==> src/rtl/muldiv_pkg.sv <==
// rtl/muldiv_pkg.sv - shared RV32M encodings and FSM state type for the mul/div unit
package muldiv_pkg;

  localparam logic [6:0] RV32M_FUNCT7 = 7'b0000001;

  localparam logic [2:0] F3_MUL    = 3'b000;
  localparam logic [2:0] F3_MULH   = 3'b001;
  localparam logic [2:0] F3_MULHSU = 3'b010;
  localparam logic [2:0] F3_MULHU  = 3'b011;
  localparam logic [2:0] F3_DIV    = 3'b100;
  localparam logic [2:0] F3_DIVU   = 3'b101;
  localparam logic [2:0] F3_REM    = 3'b110;
  localparam logic [2:0] F3_REMU   = 3'b111;

  typedef enum logic [1:0] {IDLE, CALC, FIX, DONE} state_t;

  function automatic logic f3_is_div(input logic [2:0] f3);
    return f3[2];
  endfunction

  function automatic logic f3_op1_signed(input logic [2:0] f3);
    return (f3 == F3_MULH) || (f3 == F3_MULHSU) || (f3 == F3_DIV) || (f3 == F3_REM);
  endfunction

  function automatic logic f3_op2_signed(input logic [2:0] f3);
    return (f3 == F3_MULH) || (f3 == F3_DIV) || (f3 == F3_REM);
  endfunction

endpackage

==> src/rtl/muldiv_if.sv <==
// rtl/muldiv_if.sv - operand/result handshake bundle between execute stage and mul/div unit
interface muldiv_if #(parameter int XLEN = 32);

  logic            flush;
  logic            in_valid;
  logic            in_ready;
  logic [2:0]      funct3;
  logic [XLEN-1:0] op1;
  logic [XLEN-1:0] op2;
  logic            out_valid;
  logic            out_ready;
  logic [XLEN-1:0] result;
  logic            busy;

  modport master (
    output flush, in_valid, funct3, op1, op2, out_ready,
    input  in_ready, out_valid, result, busy
  );

  modport slave (
    input  flush, in_valid, funct3, op1, op2, out_ready,
    output in_ready, out_valid, result, busy
  );

endinterface

==> src/rtl/muldiv_unit.sv <==
// rtl/muldiv_unit.sv - iterative RV32M multiply/divide unit; one shared 2*XLEN shift register
// serves radix-2 shift-add multiply and restoring divide on operand magnitudes.
module muldiv_unit
  import muldiv_pkg::*;
#(
  parameter int XLEN  = 32,
  parameter int CNT_W = $clog2(XLEN) + 1
) (
  input  logic     clk,
  input  logic     rst_n,
  muldiv_if.slave  bus
);

  localparam logic [XLEN-1:0] MIN_NEG = {1'b1, {(XLEN-1){1'b0}}};

  state_t            r_state;
  logic [2:0]        r_f3;
  logic [2*XLEN-1:0] r_acc;
  logic [XLEN-1:0]   r_op2;
  logic              r_neg_res;
  logic              r_neg_rem;
  logic [CNT_W-1:0]  r_cnt;
  logic [XLEN-1:0]   r_result;
  logic              r_out_valid;

  logic              w_a_neg;
  logic              w_b_neg;
  logic [XLEN-1:0]   w_a_abs;
  logic [XLEN-1:0]   w_b_abs;
  logic              w_div0;
  logic              w_ovf;
  logic [XLEN-1:0]   w_special_res;
  logic [XLEN:0]     w_mul_sum;
  logic [2*XLEN-1:0] w_mul_next;
  logic [XLEN:0]     w_div_diff;
  logic [2*XLEN-1:0] w_div_next;
  logic [2*XLEN-1:0] w_prod;
  logic [XLEN-1:0]   w_quo;
  logic [XLEN-1:0]   w_rem;
  logic [XLEN-1:0]   w_fix_res;

  assign w_a_neg = f3_op1_signed(bus.funct3) & bus.op1[XLEN-1];
  assign w_b_neg = f3_op2_signed(bus.funct3) & bus.op2[XLEN-1];
  assign w_a_abs = w_a_neg ? -bus.op1 : bus.op1;
  assign w_b_abs = w_b_neg ? -bus.op2 : bus.op2;

  // funct3[1] separates REM/REMU from DIV/DIVU among the divide opcodes
  assign w_div0 = f3_is_div(bus.funct3) && (bus.op2 == '0);
  assign w_ovf  = f3_is_div(bus.funct3) && !bus.funct3[0] &&
                  (bus.op1 == MIN_NEG) && (bus.op2 == '1);
  assign w_special_res = w_div0 ? (bus.funct3[1] ? bus.op1 : '1)
                                : (bus.funct3[1] ? '0 : MIN_NEG);

  // Multiply: high half accumulates the multiplicand, low half shifts out multiplier bits
  assign w_mul_sum  = {1'b0, r_acc[2*XLEN-1:XLEN]} + (r_acc[0] ? {1'b0, r_op2} : '0);
  assign w_mul_next = {w_mul_sum, r_acc[XLEN-1:1]};

  // Divide: partial remainder in the high half, quotient bits shift in from the bottom
  assign w_div_diff = r_acc[2*XLEN-1:XLEN-1] - {1'b0, r_op2};
  assign w_div_next = w_div_diff[XLEN] ? {r_acc[2*XLEN-2:0], 1'b0}
                                       : {w_div_diff[XLEN-1:0], r_acc[XLEN-2:0], 1'b1};

  assign w_prod = r_neg_res ? -r_acc : r_acc;
  assign w_quo  = r_neg_res ? -r_acc[XLEN-1:0] : r_acc[XLEN-1:0];
  assign w_rem  = r_neg_rem ? -r_acc[2*XLEN-1:XLEN] : r_acc[2*XLEN-1:XLEN];

  always_comb begin
    w_fix_res = w_prod[XLEN-1:0];
    if (r_f3[2])
      w_fix_res = r_f3[1] ? w_rem : w_quo;
    else if (r_f3[1:0] != 2'b00)
      w_fix_res = w_prod[2*XLEN-1:XLEN];
  end

  always_ff @(posedge clk or negedge rst_n) begin
    if (!rst_n) begin
      r_state     <= IDLE;
      r_f3        <= '0;
      r_acc       <= '0;
      r_op2       <= '0;
      r_neg_res   <= 1'b0;
      r_neg_rem   <= 1'b0;
      r_cnt       <= '0;
      r_result    <= '0;
      r_out_valid <= 1'b0;
    end else if (bus.flush) begin
      r_state     <= IDLE;
      r_out_valid <= 1'b0;
    end else begin
      case (r_state)
        IDLE: begin
          if (bus.in_valid) begin
            r_f3      <= bus.funct3;
            r_acc     <= {{XLEN{1'b0}}, w_a_abs};
            r_op2     <= w_b_abs;
            r_neg_res <= w_a_neg ^ w_b_neg;
            r_neg_rem <= w_a_neg;
            r_cnt     <= CNT_W'(XLEN);
            if (w_div0 || w_ovf) begin
              r_result <= w_special_res;
              r_state  <= DONE;
            end else begin
              r_state  <= CALC;
            end
          end
        end
        CALC: begin
          r_acc <= r_f3[2] ? w_div_next : w_mul_next;
          r_cnt <= r_cnt - 1'b1;
          if (r_cnt == CNT_W'(1))
            r_state <= FIX;
        end
        FIX: begin
          r_result    <= w_fix_res;
          r_out_valid <= 1'b1;
          r_state     <= DONE;
        end
        DONE: begin
          // Special-case results arrive here without out_valid; raise it one edge later
          if (!r_out_valid) begin
            r_out_valid <= 1'b1;
          end else if (bus.out_ready) begin
            r_out_valid <= 1'b0;
            r_state     <= IDLE;
          end
        end
        default: r_state <= IDLE;
      endcase
    end
  end

  assign bus.in_ready  = (r_state == IDLE);
  assign bus.busy      = (r_state != IDLE);
  assign bus.out_valid = r_out_valid;
  assign bus.result    = r_result;

endmodule

==> src/flat_wrapper.sv <==
// flat-port wrapper written by rule: the top's interface ports become plain ports
module muldiv_unit_flat import muldiv_pkg::*;
#(
  parameter int XLEN  = 32,
  parameter int CNT_W = $clog2(XLEN) + 1
)
  (clk, rst_n, bus_flush, bus_in_valid, bus_funct3, bus_op1, bus_op2, bus_out_ready, bus_in_ready, bus_out_valid, bus_result, bus_busy);
  muldiv_if #(.XLEN(XLEN)) bus_i ();
  input  logic clk;
  input  logic rst_n;
  input wire logic [$bits(bus_i.flush)-1:0] bus_flush;
  input wire logic [$bits(bus_i.in_valid)-1:0] bus_in_valid;
  input wire logic [$bits(bus_i.funct3)-1:0] bus_funct3;
  input wire logic [$bits(bus_i.op1)-1:0] bus_op1;
  input wire logic [$bits(bus_i.op2)-1:0] bus_op2;
  input wire logic [$bits(bus_i.out_ready)-1:0] bus_out_ready;
  output wire logic [$bits(bus_i.in_ready)-1:0] bus_in_ready;
  output wire logic [$bits(bus_i.out_valid)-1:0] bus_out_valid;
  output wire logic [$bits(bus_i.result)-1:0] bus_result;
  output wire logic [$bits(bus_i.busy)-1:0] bus_busy;
  assign bus_i.flush = bus_flush;
  assign bus_i.in_valid = bus_in_valid;
  assign bus_i.funct3 = bus_funct3;
  assign bus_i.op1 = bus_op1;
  assign bus_i.op2 = bus_op2;
  assign bus_i.out_ready = bus_out_ready;
  assign bus_in_ready = bus_i.in_ready;
  assign bus_out_valid = bus_i.out_valid;
  assign bus_result = bus_i.result;
  assign bus_busy = bus_i.busy;
  muldiv_unit #(.XLEN(XLEN), .CNT_W(CNT_W)) u_core (.clk(clk), .rst_n(rst_n), .bus(bus_i));
endmodule
==> config.mk <==
export PLATFORM = sky130hd
export DESIGN_NAME = muldiv_unit_flat
export DESIGN_NICKNAME = d
export VERILOG_FILES = /design/src/rtl/muldiv_pkg.sv /design/src/rtl/muldiv_if.sv /design/src/rtl/muldiv_unit.sv /design/src/flat_wrapper.sv
export SDC_FILE = /design/constraint.sdc
export NUM_CORES = 1
export LEC_CHECK = 0
export BUFFER_PORTS_ARGS = -buffer_cell sky130_fd_sc_hd__buf_2
export CELL_PAD_IN_SITES_DETAIL_PLACEMENT = 2
export CELL_PAD_IN_SITES_GLOBAL_PLACEMENT = 2
export CORE_MARGIN = 3
export CORE_UTILIZATION = 37
export CTS_CLUSTER_DIAMETER = 40
export DETAILED_ROUTE_END_ITERATION = 7
export PLACE_DENSITY = 0.95
export SLEW_MARGIN = 20
export SYNTH_ARGS = -nofsm -noshare
export SYNTH_HDL_FRONTEND = slang
export SYNTH_SLANG_ARGS = --single-unit
==> constraint.sdc <==
create_clock -name clk -period 4.5 [get_ports clk]
set_input_delay 0.45 -clock clk [delete_from_list [all_inputs] [get_ports clk]]
set_output_delay 0.45 -clock clk [all_outputs]
set_load 0.03 [all_outputs]
==> impl_metrics.tcl, run 1 <==
set metrics [dict create \
    drive_above_1_share_pct 11.2 \
    instances_no_fill 2530 \
    clock_skew_ns 0.0169 \
    ys.flop_type "dfrtp_1" \
    fmax_mhz 236 \
    drv_slew 0 \
    initial_core_util_pct 37.8 \
    synthDominantCellAreaShare_pct 24.1 \
    cts.path.max_buffers 2 \
    yosysTopAreaCell "dfrtp_1" \
    path_clk_slew_ns 0.08 \
    syn_area_per_cell_um2 7.51 \
    critPathRequiredTime_ns 4.80 \
    area_growth_pct 11.1 \
    seq_area_frac_synth_pct 24.1 \
    postCtsSetupBuffers 0 \
    setup_viol 0 \
    clock_sinks 142 \
    n_fill_cell 4352 \
    final_util_pct 42.0 \
    place_inst 2498 \
    synth_commonest_cells "239 x nand2_1, 231 x o21ai_0, 178 x nor2_1" \
    grt_pass1_vias 19300 \
    startpoint_type "flip-flop" \
    cts-root-buf "clkbuf_16" \
    route.detailed.drc 0 \
    clock_latency_ns 0.48 \
    drv_cap 0 \
    synthCells 1964 \
    rows 72 \
    setup_tns_ns 0 \
    endpoint_kind "flip-flop" \
    hold_violations 2 \
    rsz0062_at_grt "false" \
    violations "negative hold slack" \
    syn_area_mm2 0.0148 \
    place_ws_ns 0.324 \
    yosysMostFrequentCell "nand2_1" \
    slowest_delay_ns 0.61 \
    dp_hpwl_um 55300 \
    cp_slowest_cell "a2111oi_1" \
    die-area_mm2 0.0423 \
    synth_edf_count 0 \
    tritoncts "built" \
    p_total_mw 15.2 \
    multi_input_area_mm2 0.0104 \
    synth_fp_nets 2113 \
    tightest_slew_ns 1.15 \
    crit_fanout 17 \
    fin_area_mm2 0.0164 \
    holdWs_ns -0.0263 \
    diodes 0 \
    grt.overflow.total 0 \
    timing.final.crit_share_pct 94.3 \
    grt_max_degree 96 \
    critPathKind "flip-flop to flip-flop" \
    r2r-start "u_core.r_acc[31]$_DFFE_PN0P_" \
    arrival_ns 4.54 \
    wl_per_cell_um 32.1 \
    setup_ws_ns 0.256 \
    vias_per_cell 6.93 \
    vdd_drop_max_mv 0.801 \
    ys_async_sr_fraction_pct 100 \
    coreArea_mm2 0.0390 \
    synth.distinct_cells 85 \
    crit_family "compound AO/OA/AOI/OAI gates" \
    htreeDepth 4 \
    die_w_um 206 \
    status "finished, violations left" \
    fin_crit_ns 4.24 \
    min-delay-path-class "input pin to asynchronous set/reset pin" \
    cts_buffers 17 \
    max_slew_margin_pct 23.4 \
    antenna_left 0 \
    grt_use_total_pct 38.0 \
    synth_area_leaders "dfrtp_1 24%, o21ai_0 7.8%, ha_1 6.4%" \
    drt-total-wl_um 81200 \
    gp_congestion 0.963 \
    ys_ff_latch 142 \
    first_iter_violations 1993 \
    antenna_found_initial 1 \
    fin_nets 2149 \
    grt_pass1_wl_um 122000 \
    die_y_um 206 \
    yosys_warnings 0 \
    first_pass_iters 6 \
    io_pins 107 \
    regArea_mm2 0.00355 \
    crit_buf_inv 2 \
    placed_area_mm2 0.0158 \
    startpoint "u_core.r_acc[31]$_DFFE_PN0P_" \
    portBuffers 106 \
    vias 17500 \
    leakagePower_nw 6.98 \
    worstPathCellList "inv_1 -> ha_1 -> fa_1 -> nand2b_1 -> a21o_1 -> a22oi_1 -> a21oi_1 -> a2111oi_1 -> or3_4 -> and2_4 -> buf_4 -> mux2i_1 -> o221ai_1" \
    power.density_mw_per_mm2 924 \
]
registers in the layout, indices dropped and copies added (netlist names):
name                  count
u_core.bus.out_valid      1
u_core.bus.result        32
u_core.r_acc             64
u_core.r_cnt              6
u_core.r_f3               3
u_core.r_neg_rem          1
u_core.r_neg_res          1
u_core.r_op2             32
u_core.r_state            2
metal layers:
metal / vias to the layer above / part of all wire (%) / track usage (%) / wire length, um
met5: - / 0.041 / 0 / 33
met3: 468 / 8.4 / 8.34 / 6800
li1: 7150 / - / - / -
met1: 8757 / 37 / 44.1 / 30200
met2: 1164 / 46 / 62.6 / 37500
met4: 2 / 8.1 / 25.6 / 6580
kinds of logic after synthesis:
logic type / after synthesis / share of synthesized area (%)
XOR/XNOR: 198 / 11.8
AND/OR/NAND/NOR: 640 / 20.4
buffers and inverters: 210 / 5.65
flip-flops: 142 / 24.1
multiplexers: 64 / 4.41
adder cells (fa/ha/maj): 77 / 6.63
AO/OA/AOI/OAI: 633 / 27.0
where the power goes:
group          internal [mW]  total, mW  switching, mW  leakage (nW)
Clock                  0.831       1.52          0.690         0.271
Sequential              1.85       2.88           1.03          1.78
Combinational           3.37       10.7           7.38          4.93
Total                   6.05       15.2           9.10          6.98
cell usage in the layout (no fill, tap or decap), types with 59 or more instances in the layout:
cell / n
nand2_1: 239
o21ai_0: 231
nor2_1: 178
dfrtp_1: 141
xnor2_1: 106
a21oi_1: 105
buf_2: 105
xor2_1: 92
ha_1: 74
inv_1: 69
mux2i_1: 59
area by class of cell:
type / count / area share, %
multi-input combinational: 1612 / 63.4
inverter: 70 / 1.60
clock buffer: 22 / 2.77
clock inverter: 9 / 0.679
timing repair buffer: 157 / 5.88
sequential: 142 / 21.7
tap: 518 / 3.95
repair_timing:
action | 4_1_cts | 5_1_grt
hold buffers | 0 | 0
hold endpoints to repair | 0 | 0
setup endpoints to repair | 0 | 11
gates resized for setup | 0 | 4
final timing paths:
path | to | slack, ns | depth (start not counted)
max | u_core.r_acc[51]$_DFFE_PN0P_ | 0.26 | 13
min | u_core.bus.result[0]$_DFFE_PN0P_ | -0.03 | 1
max reg2reg | u_core.r_acc[51]$_DFFE_PN0P_ | 0.26 | 13
min reg2reg | u_core.r_op2[15]$_DFFE_PN0P_ | 0.49 | 2
max in group asynchronous | u_core.r_op2[11]$_DFFE_PN0P_ | 3.55 | 2
min in group clk | u_core.r_state[1]$_DFFE_PN0P_ | 0.22 | 2
Note: power is estimated with default switching activity, not from simulation.
==> inputs of run 2 (changes only) <==
--- a/config.mk
+++ b/config.mk
@@ -12,6 +12,7 @@
 export CORE_UTILIZATION = 37
 export CTS_CLUSTER_DIAMETER = 40
 export DETAILED_ROUTE_END_ITERATION = 7
+export HOLD_SLACK_MARGIN = 0.1
 export PLACE_DENSITY = 0.95
 export SLEW_MARGIN = 20
 export SYNTH_ARGS = -nofsm -noshare
==> run 2 against run 1 <==
  * The flow now finishes without violations
  * Via count hardly changed
  * Critical path type unchanged
  * Non-clock buffer count is 1 higher
  * Die area stayed put
  * Largest power group unchanged
  * Hold slack improved by 0.25 ns
  * Cell count hardly changed
  * Critical path depth is the same
  * Core utilization about the same
  * Fmax hardly changed
==> impl_metrics.tcl, run 2 (synthesis gave the netlist of run 1 again) <==
set metrics [dict create \
    status "finished, final reports clean" \
    postCtsSetupBuffers 0 \
    fmax_mhz 236 \
    tightest_slew_ns 1.13 \
    portBuffers 106 \
    first_iter_violations 1947 \
    layout_common_cells "239 x nand2_1, 231 x o21ai_0, 178 x nor2_1" \
    leakagePower_nw 6.99 \
    tritoncts "built" \
    startpoint_type "flip-flop" \
    r2r_cells 13 \
    grt_use_total_pct 38.0 \
    path_clk_slew_ns 0.08 \
    diodes 0 \
    crit_buf_inv 2 \
    grt_pass1_wl_um 122000 \
    vdd_drop_max_mv 0.791 \
    die_y_um 206 \
    wl_per_cell_um 32.1 \
    cts_buffers 17 \
    endpoint_kind "flip-flop" \
    arrival_ns 4.54 \
    dp_hpwl_um 55300 \
    drt-total-wl_um 81100 \
    setup_viol 0 \
    place_inst 2498 \
    setup_tns_ns 0 \
    grt_pass1_vias 19400 \
    placed_area_mm2 0.0158 \
    initial_core_util_pct 37.8 \
    die-area_mm2 0.0423 \
    p_total_mw 15.1 \
    cp_slowest_cell "a2111oi_1" \
    vias_per_cell 6.93 \
    first_pass_iters 5 \
    worstPathCellList "inv_1 -> ha_1 -> fa_1 -> nand2b_1 -> a21o_1 -> a22oi_1 -> a21oi_1 -> a2111oi_1 -> or3_4 -> and2_4 -> buf_4 -> mux2i_1 -> o221ai_1" \
    clock_skew_ns 0.0180 \
    min_path_cells 2 \
    rsz0062_at_grt "false" \
    instances_no_fill 2531 \
    timing.final.crit_share_pct 94.3 \
    antenna_found_initial 1 \
    clock_sinks 142 \
    io_pins 107 \
    hold_violations 0 \
    final_util_pct 42.1 \
    fin_area_mm2 0.0164 \
    critPathKind "flip-flop to flip-flop" \
    top_register "u_core.r_acc" \
    drive_above_1_share_pct 11.2 \
    cts.path.max_buffers 2 \
    vias 17500 \
    coreArea_mm2 0.0390 \
    fin_crit_ns 4.24 \
    route.detailed.drc 0 \
    htreeDepth 4 \
    drv_slew 0 \
    min-delay-path-class "input pin to flip-flop" \
    area_growth_pct 11.2 \
    slowest_delay_ns 0.61 \
    die_w_um 206 \
    rows 72 \
    grt.overflow.total 0 \
    largest_reg_flops 64 \
    max_slew_margin_pct 24.6 \
    fin_nets 2150 \
    gp_congestion 0.963 \
    layout_commonest_cell "nand2_1" \
    grt_max_degree 96 \
    antenna_left 0 \
    critPathRequiredTime_ns 4.80 \
    drv_cap 0 \
    cts-root-buf "clkbuf_16" \
    crit_fanout 17 \
    power.density_mw_per_mm2 923 \
    clock_latency_ns 0.48 \
    crit_family "compound AO/OA/AOI/OAI gates" \
    cp.depth 13 \
]
[run 2: layer usage]
layer  vias to the layer above  GRT usage (%)  wire (um)
met5                         -              0         13
met1                      8772           44.2      30200
met2                      1152           62.6      37500
li1                       7146              -          -
met4                         2           25.6       6470
met3                       460           8.34       6910
[run 2: stage by stage]
step / hold slack (ns) / worst slack, ns
detailed placement: 0.485 / 0.324
finish: 0.224 / 0.257
global route: 0.238 / 0.120
CTS: 0.215 / 0.204
floorplan: 0.154 / 1.24
global placement: 0.462 / 0.669
[run 2: worst paths after layout]
path	endpoint	slack, ns	startpoint
min	u_core.r_state[1]$_DFFE_PN0P_	0.22	bus_flush
min in group asynchronous	u_core.bus.result[0]$_DFFE_PN0P_	0.53	rst_n
min reg2reg	u_core.r_op2[15]$_DFFE_PN0P_	0.49	u_core.r_op2[15]$_DFFE_PN0P_
max reg2reg	u_core.r_acc[51]$_DFFE_PN0P_	0.26	u_core.r_acc[31]$_DFFE_PN0P_
max	u_core.r_acc[51]$_DFFE_PN0P_	0.26	u_core.r_acc[31]$_DFFE_PN0P_
max in group asynchronous	u_core.r_op2[14]$_DFFE_PN0P_	2.99	rst_n
[run 2: area by class of cell]
class / count / area, um2
clock buffer: 22 / 454
inverter: 70 / 263
tap: 518 / 648
clock inverter: 9 / 111
fill: 4352 / 22600
timing repair buffer: 158 / 975
multi-input combinational: 1612 / 10400
sequential: 142 / 3550
[run 2: worst register-to-register path: stages (launching register included)]
cell and delay, ns:
dfrtp_1 0.47, inv_1 0.18, ha_1 0.25, fa_1 0.41, nand2b_1 0.19, a21o_1 0.21, a22oi_1 0.30, a21oi_1 0.17
a2111oi_1 0.61, or3_4 0.28, and2_4 0.37, buf_4 0.25, mux2i_1 0.24, o221ai_1 0.14
[run 2: what timing repair did]
item / in CTS / in global routing
gates resized for setup: 0 / 4
endpoints found under the hold margin: 65 / 0
setup endpoints to repair: 0 / 11
hold buffers: 1 / 0
[run 2: report_power, final]
group / switching (mW) / leakage (nW) / internal [mW]
Sequential: 1.03 / 1.78 / 1.85
Clock: 0.691 / 0.271 / 0.831
Combinational: 7.37 / 4.93 / 3.37
